--- src/rtl/fwd_pkg.sv ---
`default_nettype none
// ============================================================================
// Module      : fwd_pkg
// Description : Shared constants for the EX-stage forwarding/hazard
//               controller: operand-mux select encodings, the hard-wired
//               zero register, tag-bundle field widths and the select
//               priority helper.
// Revision    : 1.0 - initial release
// ============================================================================
package fwd_pkg;

    // Default register-specifier width (MIPS: 32 registers)
    localparam int REG_ADDR_W_DEF = 5;

    // Width of the select driven to the 3:1 operand muxes in EX
    localparam int FWD_SEL_W = 2;
    typedef logic [FWD_SEL_W-1:0] fwd_sel_t;

    // Operand-mux select encodings; 2'b11 is never driven
    localparam fwd_sel_t FWD_SEL_RF  = 2'b00;   // register-file read data
    localparam fwd_sel_t FWD_SEL_WB  = 2'b01;   // MEM/WB write-back data
    localparam fwd_sel_t FWD_SEL_MEM = 2'b10;   // EX/MEM ALU result

    // $0 is hard-wired to zero and must never be forwarded
    localparam int REG_ZERO = 0;

    // Control-bit widths carried in each shadow stage
    localparam int TAG_RW_W = 1;
    localparam int TAG_MR_W = 1;

    // Newest producer wins: an EX/MEM hit overrides a MEM/WB hit.
    function automatic fwd_sel_t fwd_pick(input logic mem_hit, input logic wb_hit);
        fwd_sel_t sel;
        if (mem_hit) begin
            sel = FWD_SEL_MEM;
        end else if (wb_hit) begin
            sel = FWD_SEL_WB;
        end else begin
            sel = FWD_SEL_RF;
        end
        return sel;
    endfunction

endpackage : fwd_pkg
`default_nettype wire

--- src/rtl/fwd_stage_reg.sv ---
`default_nettype none
// ============================================================================
// Module      : fwd_stage_reg
// Description : One shadow stage of destination tag bundle (dst, regwrite,
//               memread). When i_load is low the stage captures a bubble
//               (all fields zero) instead of the incoming bundle.
// Revision    : 1.0 - initial release
// Ports       : clk, rst (async, active-high)
//               i_load            1 = capture inputs, 0 = capture bubble
//               i_dst/i_rw/i_mr   incoming tag bundle
//               o_dst/o_rw/o_mr   registered tag bundle
// ============================================================================
module fwd_stage_reg
    import fwd_pkg::*;
#(
    parameter int REG_ADDR_W = REG_ADDR_W_DEF
) (
    input  logic                  clk,
    input  logic                  rst,
    input  logic                  i_load,
    input  logic [REG_ADDR_W-1:0] i_dst,
    input  logic [TAG_RW_W-1:0]   i_rw,
    input  logic [TAG_MR_W-1:0]   i_mr,
    output logic [REG_ADDR_W-1:0] o_dst,
    output logic [TAG_RW_W-1:0]   o_rw,
    output logic [TAG_MR_W-1:0]   o_mr
);

    logic [REG_ADDR_W-1:0] dst_d, dst_q;
    logic [TAG_RW_W-1:0]   rw_d,  rw_q;
    logic [TAG_MR_W-1:0]   mr_d,  mr_q;

    always_comb begin
        dst_d = '0;
        rw_d  = '0;
        mr_d  = '0;
        if (i_load) begin
            dst_d = i_dst;
            rw_d  = i_rw;
            mr_d  = i_mr;
        end
    end

    always_ff @(posedge clk or posedge rst) begin
        if (rst) begin
            dst_q <= '0;
            rw_q  <= '0;
            mr_q  <= '0;
        end else begin
            dst_q <= dst_d;
            rw_q  <= rw_d;
            mr_q  <= mr_d;
        end
    end

    assign o_dst = dst_q;
    assign o_rw  = rw_q;
    assign o_mr  = mr_q;

endmodule : fwd_stage_reg
`default_nettype wire

--- src/rtl/forward_ctrl.sv ---
`default_nettype none
// ============================================================================
// Module      : forward_ctrl
// Description : Forwarding / load-use hazard controller for a 5-stage MIPS
//               pipeline. Keeps ID/EX, EX/MEM and MEM/WB tag shadows and
//               derives the EX operand-mux selects plus the front-end stall.
// Revision    : 1.0 - initial release
// Config      : FWD_BRANCH_EN (macro) - adds id_branch input and
//               br_fwd_a/br_fwd_b outputs for ID-stage branch compare.
// Ports       : clk, reset (async, active-high)
//               id_valid, id_rs, id_rt, id_uses_rt, id_dst, id_regwrite,
//               id_memread        - decoded fields of the ID instruction
//               stall             - hold PC and IF/ID, bubble into ID/EX
//               fwd_a, fwd_b      - EX operand selects (00 RF, 01 WB, 10 MEM)
// ============================================================================
module forward_ctrl
    import fwd_pkg::*;
#(
    parameter int REG_ADDR_W     = REG_ADDR_W_DEF,
    parameter bit LOAD_USE_STALL = 1'b1
) (
    input  logic                  clk,
    input  logic                  reset,
    input  logic                  id_valid,
    input  logic [REG_ADDR_W-1:0] id_rs,
    input  logic [REG_ADDR_W-1:0] id_rt,
    input  logic                  id_uses_rt,
    input  logic [REG_ADDR_W-1:0] id_dst,
    input  logic                  id_regwrite,
    input  logic                  id_memread,
    output logic                  stall,
    output logic [1:0]            fwd_a,
    output logic [1:0]            fwd_b
`ifdef FWD_BRANCH_EN
    ,
    input  logic                  id_branch,
    output logic                  br_fwd_a,
    output logic                  br_fwd_b
`endif
);

    localparam logic [REG_ADDR_W-1:0] ZERO_TAG = REG_ADDR_W'(REG_ZERO);

    // ---------------- shadow stages ----------------
    logic [REG_ADDR_W-1:0] idex_dst, exmem_dst, memwb_dst;
    logic                  idex_rw,  exmem_rw,  memwb_rw;
    logic                  idex_mr,  exmem_mr,  memwb_mr;
    logic [REG_ADDR_W-1:0] idex_rs_d, idex_rs_q, idex_rt_d, idex_rt_q;
    logic                  w_idex_load;
    logic                  w_stall;

    // A stalled or invalid ID instruction enters EX as a bubble.
    assign w_idex_load = id_valid & ~w_stall;

    fwd_stage_reg #(.REG_ADDR_W(REG_ADDR_W)) u_idex (
        .clk (clk), .rst (reset), .i_load (w_idex_load),
        .i_dst (id_dst), .i_rw (id_regwrite), .i_mr (id_memread),
        .o_dst (idex_dst), .o_rw (idex_rw), .o_mr (idex_mr)
    );

    // EX onward never freezes: these stages always advance.
    fwd_stage_reg #(.REG_ADDR_W(REG_ADDR_W)) u_exmem (
        .clk (clk), .rst (reset), .i_load (1'b1),
        .i_dst (idex_dst), .i_rw (idex_rw), .i_mr (idex_mr),
        .o_dst (exmem_dst), .o_rw (exmem_rw), .o_mr (exmem_mr)
    );

    fwd_stage_reg #(.REG_ADDR_W(REG_ADDR_W)) u_memwb (
        .clk (clk), .rst (reset), .i_load (1'b1),
        .i_dst (exmem_dst), .i_rw (exmem_rw), .i_mr (exmem_mr),
        .o_dst (memwb_dst), .o_rw (memwb_rw), .o_mr (memwb_mr)
    );

    // Source tags of the EX instruction (only the ID/EX stage needs them)
    always_comb begin
        idex_rs_d = '0;
        idex_rt_d = '0;
        if (w_idex_load) begin
            idex_rs_d = id_rs;
            idex_rt_d = id_rt;
        end
    end

    always_ff @(posedge clk or posedge reset) begin
        if (reset) begin
            idex_rs_q <= '0;
            idex_rt_q <= '0;
        end else begin
            idex_rs_q <= idex_rs_d;
            idex_rt_q <= idex_rt_d;
        end
    end

    // MEM/WB memread is carried for uniformity of the stage but not consumed.
    logic w_unused_mr;
    assign w_unused_mr = exmem_mr ^ memwb_mr;

    // ---------------- forwarding selects ----------------
    logic w_exmem_live, w_memwb_live, w_idex_live_ld;
    assign w_exmem_live   = exmem_rw & (exmem_dst != ZERO_TAG);
    assign w_memwb_live   = memwb_rw & (memwb_dst != ZERO_TAG);
    assign w_idex_live_ld = idex_mr  & (idex_dst  != ZERO_TAG);

    assign fwd_a = fwd_pick(w_exmem_live & (exmem_dst == idex_rs_q),
                            w_memwb_live & (memwb_dst == idex_rs_q));
    assign fwd_b = fwd_pick(w_exmem_live & (exmem_dst == idex_rt_q),
                            w_memwb_live & (memwb_dst == idex_rt_q));

    // ---------------- load-use stall ----------------
    // One cycle is enough: next cycle the load is in MEM and its data
    // reaches EX through the MEM/WB path.
    logic w_lu_stall;
    logic w_idex_src_hit;
    assign w_idex_src_hit = (idex_dst == id_rs) | (id_uses_rt & (idex_dst == id_rt));

    if (LOAD_USE_STALL) begin : g_lu_stall
        assign w_lu_stall = id_valid & w_idex_live_ld & w_idex_src_hit;
    end else begin : g_no_lu_stall
        assign w_lu_stall = 1'b0;
    end

`ifdef FWD_BRANCH_EN
    // ID-stage branch compare: ALU results one stage ahead must wait a cycle;
    // a load needs two (second cycle caught while it sits in EX/MEM).
    logic w_br_stall;
    logic w_exmem_src_hit;
    assign w_exmem_src_hit = (exmem_dst == id_rs) | (id_uses_rt & (exmem_dst == id_rt));
    assign w_br_stall = id_valid & id_branch &
                        ((idex_rw & (idex_dst != ZERO_TAG) & w_idex_src_hit) |
                         (exmem_mr & (exmem_dst != ZERO_TAG) & w_exmem_src_hit));
    assign br_fwd_a = w_exmem_live & (exmem_dst == id_rs);
    assign br_fwd_b = w_exmem_live & (exmem_dst == id_rt);
    assign w_stall  = w_lu_stall | w_br_stall;
`else
    assign w_stall  = w_lu_stall;
`endif

    assign stall = w_stall;

endmodule : forward_ctrl
`default_nettype wire

--- config.mk ---
export PLATFORM = sky130hd
export DESIGN_NAME = forward_ctrl
export DESIGN_NICKNAME = d
export VERILOG_FILES = /design/src/rtl/fwd_pkg.sv /design/src/rtl/fwd_stage_reg.sv /design/src/rtl/forward_ctrl.sv
export SDC_FILE = /design/constraint.sdc
export NUM_CORES = 1
export LEC_CHECK = 0
export BUFFER_PORTS_ARGS = -buffer_cell sky130_fd_sc_hd__buf_2
export CAP_MARGIN = 5
export CORE_AREA = 2 2 56 58
export CTS_CLUSTER_SIZE = 30
export DETAILED_ROUTE_END_ITERATION = 10
export DIE_AREA = 0 0 58 60
export PLACE_DENSITY = 0.75
export SYNTH_ARGS = -nofsm -noshare
export SYNTH_HDL_FRONTEND = slang
export SYNTH_SLANG_ARGS = --single-unit
export TNS_END_PERCENT = 50
--- constraint.sdc ---
create_clock -name clk -period 2.6 [get_ports clk]
set_clock_uncertainty 0.1 [all_clocks]
set_input_delay 0.26 -clock clk [delete_from_list [all_inputs] [get_ports clk]]
set_output_delay 0.26 -clock clk [all_outputs]
set_load 0.02 [all_outputs]
# --- Word level (Yosys, flattened, before mapping) ---
# Index checks and enable logic that the tools add are counted.
totals:
  ff_bits: 29
  input_bits: 21
  output_inout_bits: 5
classes:
  n_eq_ne: 6
  mux: 9
  bitwise_logic: 13
  n_reduce_logical: 3
ops:
  columns: ["operator", "n"]
  rows:
  - ["$eq A5 B5 Y1", 6]
  - ["$mux W5", 3]
  - ["$reduce_bool A5 Y1", 3]
  - ["$and A1 B1 Y1", 11]
  - ["$mux W1", 4]
  - ["$mux W2", 2]
  - ["$not A1 Y1", 1]
  - ["$or A1 B1 Y1", 1]

# --- Depth between registers and ports, before layout ---
# Gate-level depths: netlist of run 1.
depth:
  ltp_word: 7
  ltp_mapped: 5
  depth_no_buf: 4

# --- Modules after synthesis ---
# A second synthesis of run 1 with hierarchy kept.
unflattened:
  cells_unflattened: 131
  area_unflattened_um2: 1438.9
modules_own_cells:
  columns: ["module", "n_inst", "cells_each", "area_per_inst_um2", "seq_area_each_um2"]
  rows:
  - ["forward_ctrl", 1, 86, 770.7, 250.2]
  - ["fwd_stage_reg", 3, 15, 222.7, 175.2]

# --- Least setup slack after synthesis of run 1 ---
# OpenSTA, ideal clock, no wires.
synth_path:
  path_type: "flip-flop to output port"
  startpoint: "reg u_exmem.dst_q[1], in the netlist u_exmem.o_dst[1]"
  endpoint: "out fwd_a[0]"
  arrival_time_ns: 1.747
  t_required_ns: 2.240
  setup_slack_ns: 0.493
  path_stages_with_launch: 5
  n_path_buf: 0
  path_cell_list: "dfrtp_1 or4_1 o21ai_2 nor4_1 nor4_2"
synth_via:
  elab_chain_cells: 4
  word_cells_on_any_way: 5
synth_rtl:
  columns: ["element", "line", "rtl"]
  rows:
  - ["start: declaration", "fwd_stage_reg.sv:29", "logic [REG_ADDR_W-1:0] dst_d, dst_q;"]
  - ["start signal: assignment", "fwd_stage_reg.sv:50", "dst_q <= dst_d;"]
  - ["$reduce_bool A5 Y1", "forward_ctrl.sv:100", "assign w_exmem_live = exmem_rw & (exmem_dst != ZERO_TAG);"]
  - ["$and A1 B1 Y1", "forward_ctrl.sv:100", null]
  - ["$and A1 B1 Y1 *", "forward_ctrl.sv:104", "assign fwd_a = fwd_pick(w_exmem_live & (exmem_dst == idex_rs_q),"]
  - ["$mux W2 *", "fwd_pkg.sv:34", "if (mem_hit) begin"]
  - ["end: declaration", "forward_ctrl.sv:32", "output logic [1:0] fwd_a,"]
# Mark *: on every way between the ends. The rest lies on a longest branch, timed or not.

# --- Final worst setup path of run 1 ---
# Ends and elaborated chain as after synthesis.

==> results of run 1 <==
[per-layer routing]
metal / share of wire / global-route usage / wire length (µm) / up-vias
li1: - / - / - / 462
met1: 0.43 / 0.197 / 1070 / 455
met2: 0.48 / 0.268 / 1200 / 37
met3: 0.055 / 0.0433 / 138 / 8
met4: 0.036 / 0.113 / 89 / 0
met5: 0 / 0 / 0 / -
[critical path: stages (launching register included)]
cell and delay [ns]:
dfrtp_1 0.43, or4_1 0.54, o21ai_2 0.14, nor4_1 0.09
nor4_2 0.26, buf_2 0.20
[per-stage QoR]
step	total power, mW	util	std cells	worst slack, ns	instance area (µm²)
after floorplan	0.588	-	119	0.493	1370
after global placement	0.621	0.522	175	0.652	1510
after detailed placement	0.627	0.522	175	0.599	1510
after CTS	0.894	0.544	183	0.235	1580
after global routing	0.933	0.544	183	0.177	1580
final	0.882	0.544	183	0.256	1580
[flip-flops by register name, summed over array words and instances, names as in the netlist]
register       count
u_idex.o_rw        1
u_memwb.o_dst      5
u_idex.o_mr        1
u_memwb.o_rw       1
u_exmem.o_rw       1
idex_rs_q          5
idex_rt_q          5
u_idex.o_dst       5
u_exmem.o_dst      5
[power breakdown]
part	switching, mW	internal, mW	leakage (nW)
Combinational	0.0608	0.0560	0.355
Clock	0.137	0.127	0.0314
Sequential	0.0262	0.474	0.374
[final cells by class]
| cell class | count | area, µm² |
|---|---|---|
| timing repair buffer | 29 | 158 |
| sequential | 29 | 726 |
| multi-input combinational | 84 | 596 |
| fill | 278 | 1320 |
| clock buffer | 7 | 55.1 |
| tap | 33 | 41.3 |
| inverter | 1 | 3.75 |
[logic make-up (layout without fill, tap and decap cells)]
family | count (synthesis) | after routing | synth area share
compound gates | 21 | 21 | 0.116
xor+xnor | 30 | 30 | 0.192
buf+inv | 6 | 37 | 0.0347
flops | 29 | 29 | 0.530
simple gates | 33 | 33 | 0.127
[cells in the mapped netlist (all sizes together)]
cell and n:
o22ai 1, nand2 19, nand3 3, clkbuf 2, xnor2 16, or4 4
xor2 14, and2 1, dfrtp 29, nand4 1, inv 1, buf 3
o311a 1, nor4 4, o21ai 2, a21oi 17, or3 1
[path summary, 6_finish.rpt]
kind                                       startpoint                      to  slack (ns)  cells after the start
max in group asynchronous                       reset   u_idex.o_rw$_DFF_PP0_        1.69                      4
setup reg to reg            u_idex.o_dst[0]$_DFF_PP0_  idex_rs_q[4]$_DFF_PP0_        0.90                      4
setup / recovery           u_exmem.o_dst[1]$_DFF_PP0_                fwd_a[0]        0.26                      5
hold reg to reg                 u_idex.o_rw$_DFF_PP0_  u_exmem.o_rw$_DFF_PP0_        0.26                      0
min in group asynchronous                       reset  idex_rt_q[1]$_DFF_PP0_        0.45                      4
hold / removal                             id_memread   u_idex.o_mr$_DFF_PP0_        0.05                      3
[cells in the final DEF, fill, tap and decap left out, types with 4 or more instances in the layout]
master     n
buf_2     25
a21oi_2   10
a21oi_1    7
clkbuf_4   5
xnor2_1   16
or4_1      4
dfrtp_1   29
xor2_1    14
nand2_1   19
==> flow_metrics.tcl, run 1 <==
set metrics [dict create \
    synth_area_mm2 0.00137 \
    dieArea_mm2 0.00348 \
    cts.repair.resized 0 \
    synth_area_leader_cell "dfrtp_1" \
    synth_top_area_frac 0.530 \
    vias 962 \
    seq_area_frac_synth 0.530 \
    syn_nets 140 \
    slew_headroom 0.709 \
    ctsRootBufferMaster "clkbuf_4" \
    fin_crit_ns 2.34 \
    dp_hpwl_mm 1.90 \
    worst_pin_slew_ns 0.432 \
    clock_path_buffers 2 \
    cts.sinks 29 \
    cts_htree_levels 2 \
    wire_per_inst_um 13.6 \
    antenna_found_initial 0 \
    peakVddDrop_mv 0.319 \
    synthCells 119 \
    dieHeight_um 60 \
    cap_violations 0 \
    powerDensity_mw_per_mm2 558 \
    status "complete, no violations" \
    cp.arrival_ns 1.98 \
    vias_per_cell 5.26 \
    first_iter_violations 23 \
    synth_area_leaders "dfrtp_1, xnor2_1, xor2_1, a21oi_2, nand2_1" \
    io-pin-count 26 \
    start_util 0.472 \
    hold_path.class "in2reg" \
    grt_usage 0.167 \
    gr-total-overflow 0 \
    avgSynthCellArea_um2 11.5 \
    post_cts_buffers 0 \
    grt_start_max_net_pins 30 \
    drc 0 \
    tns_ns 0 \
    grt_setup_unrepaired "false" \
    grt_pass1_vias 989 \
    io_buffers 25 \
    grt_first_pass_wirelength_mm 4.22 \
    finalSetupViolCount 0 \
    cp-start-kind "register" \
    rows 20 \
    synth_cell_types 22 \
    core_area_mm2 0.00290 \
    finalCritPeriodShare 0.902 \
    cts_hold_buf 1 \
    clk_latency_ns 0.32 \
    wl_mm 2.49 \
    diodes 0 \
    cts_tree "yes" \
    timing.hold.ws_ns 0.0512 \
    synth-seq-cells 29 \
    yosysWarningCount 0 \
    finalHoldViolCount 0 \
    drt_first_pass_iters 4 \
    numCtsBuffers 5 \
    p_leak_nw 0.760 \
    ant_nets 0 \
    cp.required_ns 2.24 \
    area_delta_synth_final_pct 15.4 \
    crit_type "reg2out" \
    die_w_um 58 \
    slew_viol_final 0 \
    drive_above_1_share 0.327 \
    crit_fanout 4 \
    fin_nets 171 \
    place.gp.congestion 0.880 \
    clk_pin_slew_ns 0.08 \
    end_kind "output pin" \
    max_freq_mhz 427 \
]
Note: power is estimated with default switching activity, not from simulation.
==> run 2, diff against run 1 <==
==> constraint.sdc (replaced) <==
create_clock -name clk -period 2.6 [get_ports clk]
set_clock_uncertainty 0.1 [all_clocks]
set_input_delay 0.39 -clock clk [delete_from_list [all_inputs] [get_ports clk]]
set_output_delay 0.39 -clock clk [all_outputs]
set_load 0.02 [all_outputs]
==> run 2 against run 1 <==
Against the previous run:
- sequential cell count unchanged
- critical path type unchanged
- final area fell by 0.63%
- sequential share of layout area is 0.29 points higher
- critical endpoint unchanged
==> flow_metrics.tcl, run 2 (same netlist as run 1, synthesis figures left out) <==
set metrics [dict create \
    fin_area_mm2 0.00157 \
    cp.required_ns 2.11 \
    layout_commonest_cell "dfrtp_1" \
    place.gp.congestion 0.880 \
    grt_setup_unrepaired "false" \
    fin_nets 170 \
    ant_nets 0 \
    status "complete, no violations" \
    clk_latency_ns 0.32 \
    wire_per_inst_um 13.7 \
    r2r-end "idex_rs_q[4]$_DFF_PP0_" \
    drc 0 \
    crit_type "reg2out" \
    cts_htree_levels 2 \
    cp.arrival_ns 1.98 \
    fillerInstances 279 \
    slew_viol_final 0 \
    drive_above_1_share 0.329 \
    fin_crit_ns 2.47 \
    dpl_cell_area_mm2 0.00151 \
    grt_pass1_vias 987 \
    gr-total-overflow 0 \
    io-pin-count 26 \
    grt_first_pass_wirelength_mm 4.22 \
    first_iter_violations 23 \
    core_area_mm2 0.00290 \
    vias_per_cell 5.26 \
    final_cell_mix "dfrtp_1, buf_2, nand2_1" \
    grt_start_max_net_pins 30 \
    ctsRootBufferMaster "clkbuf_4" \
    rr_startpoint "u_idex.o_dst[0]$_DFF_PP0_" \
    dp_hpwl_mm 1.90 \
    end_kind "output pin" \
    antenna_found_initial 0 \
    finalHoldViolCount 0 \
    peakVddDrop_mv 0.319 \
    cap_violations 0 \
    fin_ws_ns 0.126 \
    power_mw 0.881 \
    area_delta_synth_final_pct 14.6 \
    clk_pin_slew_ns 0.09 \
    wl_mm 2.49 \
    crit_start "u_exmem.o_dst[1]$_DFF_PP0_" \
    finish.utilization 0.541 \
    cp-start-kind "register" \
    tns_ns 0 \
    powerDensity_mw_per_mm2 561 \
    cts.repair.resized 0 \
    p_leak_nw 0.756 \
    slowest_delay_ns 0.54 \
    post_cts_buffers 0 \
    slew_headroom 0.709 \
    cts.sinks 29 \
    rrSetupSlack_ns 0.90 \
    finalSetupViolCount 0 \
    worst_pin_slew_ns 0.432 \
    rows 20 \
    cp_slowest_cell "or4_1" \
    finalCritPeriodShare 0.952 \
    cp_top_family "simple AND/OR/NAND/NOR gates" \
    diodes 0 \
    dieHeight_um 60 \
    numCtsBuffers 5 \
    max_freq_mhz 404 \
    start_util 0.472 \
    hold_path.class "in2async" \
    die_w_um 58 \
    grt_usage 0.167 \
    drt_first_pass_iters 4 \
    cts_hold_buf 0 \
    path_cells "or4_1 -> o21ai_2 -> nor4_1 -> nor4_2 -> buf_2" \
    dp_slack_ns 0.469 \
    path_buf_inv 1 \
    dieArea_mm2 0.00348 \
    clock_path_buffers 2 \
    crit_fanout 4 \
    cts_tree "yes" \
    io_buffers 25 \
    reg2regPathDepth 4 \
    vias 958 \
]
## run 2: changes by cell type in the layout (fill, tap and decap cells not counted), sizes merged
cell         before  now
dlygate4sd3       1    0
## run 2: where the power goes
group | total (mW) | leakage (nW) | switching, mW | internal [mW]
Sequential | 0.500 | 0.374 | 0.0262 | 0.474
Clock | 0.265 | 0.0314 | 0.137 | 0.127
Combinational | 0.116 | 0.351 | 0.0607 | 0.0550
## run 2: cell type report
class                   count  area, µm²  share of cell area
flip-flops and latches     29        726               0.463
repair buffers             28        148              0.0941
well taps                  33       41.3              0.0263
multi-input cells          84        596               0.380
clock buffers               7       55.1              0.0351
inverters                   1       3.75             0.00239
## run 2: per-layer routing
layer,up-vias,track usage,share of wire
li1,460,-,-
met1,453,0.197,0.43
met2,37,0.268,0.48
met3,8,0.0433,0.055
met4,0,0.113,0.036
met5,-,0,0
## run 2: through the flow
stage | hold slack [ns] | instances
finish | 0.0214 | 182
global route | 0.0635 | 182
CTS | 0.0263 | 182
detailed placement | 0.238 | 175
global placement | 0.236 | 175
floorplan | 0.231 | 119
## run 2: tightest hold or removal path: stages
cell and delay [ns]:
buf_2 0.10, inv_1 0.04, buf_4 0.32
## run 2: worst max-delay path by stage
stage               end  slack [ns]  depth (start not counted)
2_1_floorplan  fwd_a[0]        0.36                          4
3_3_place_gp   fwd_b[0]        0.52                          5
3_5_place_dp   fwd_a[0]        0.47                          5
4_1_cts        fwd_a[0]        0.11                          5
5_1_grt        fwd_a[0]        0.05                          5
6_report       fwd_a[0]        0.13                          5
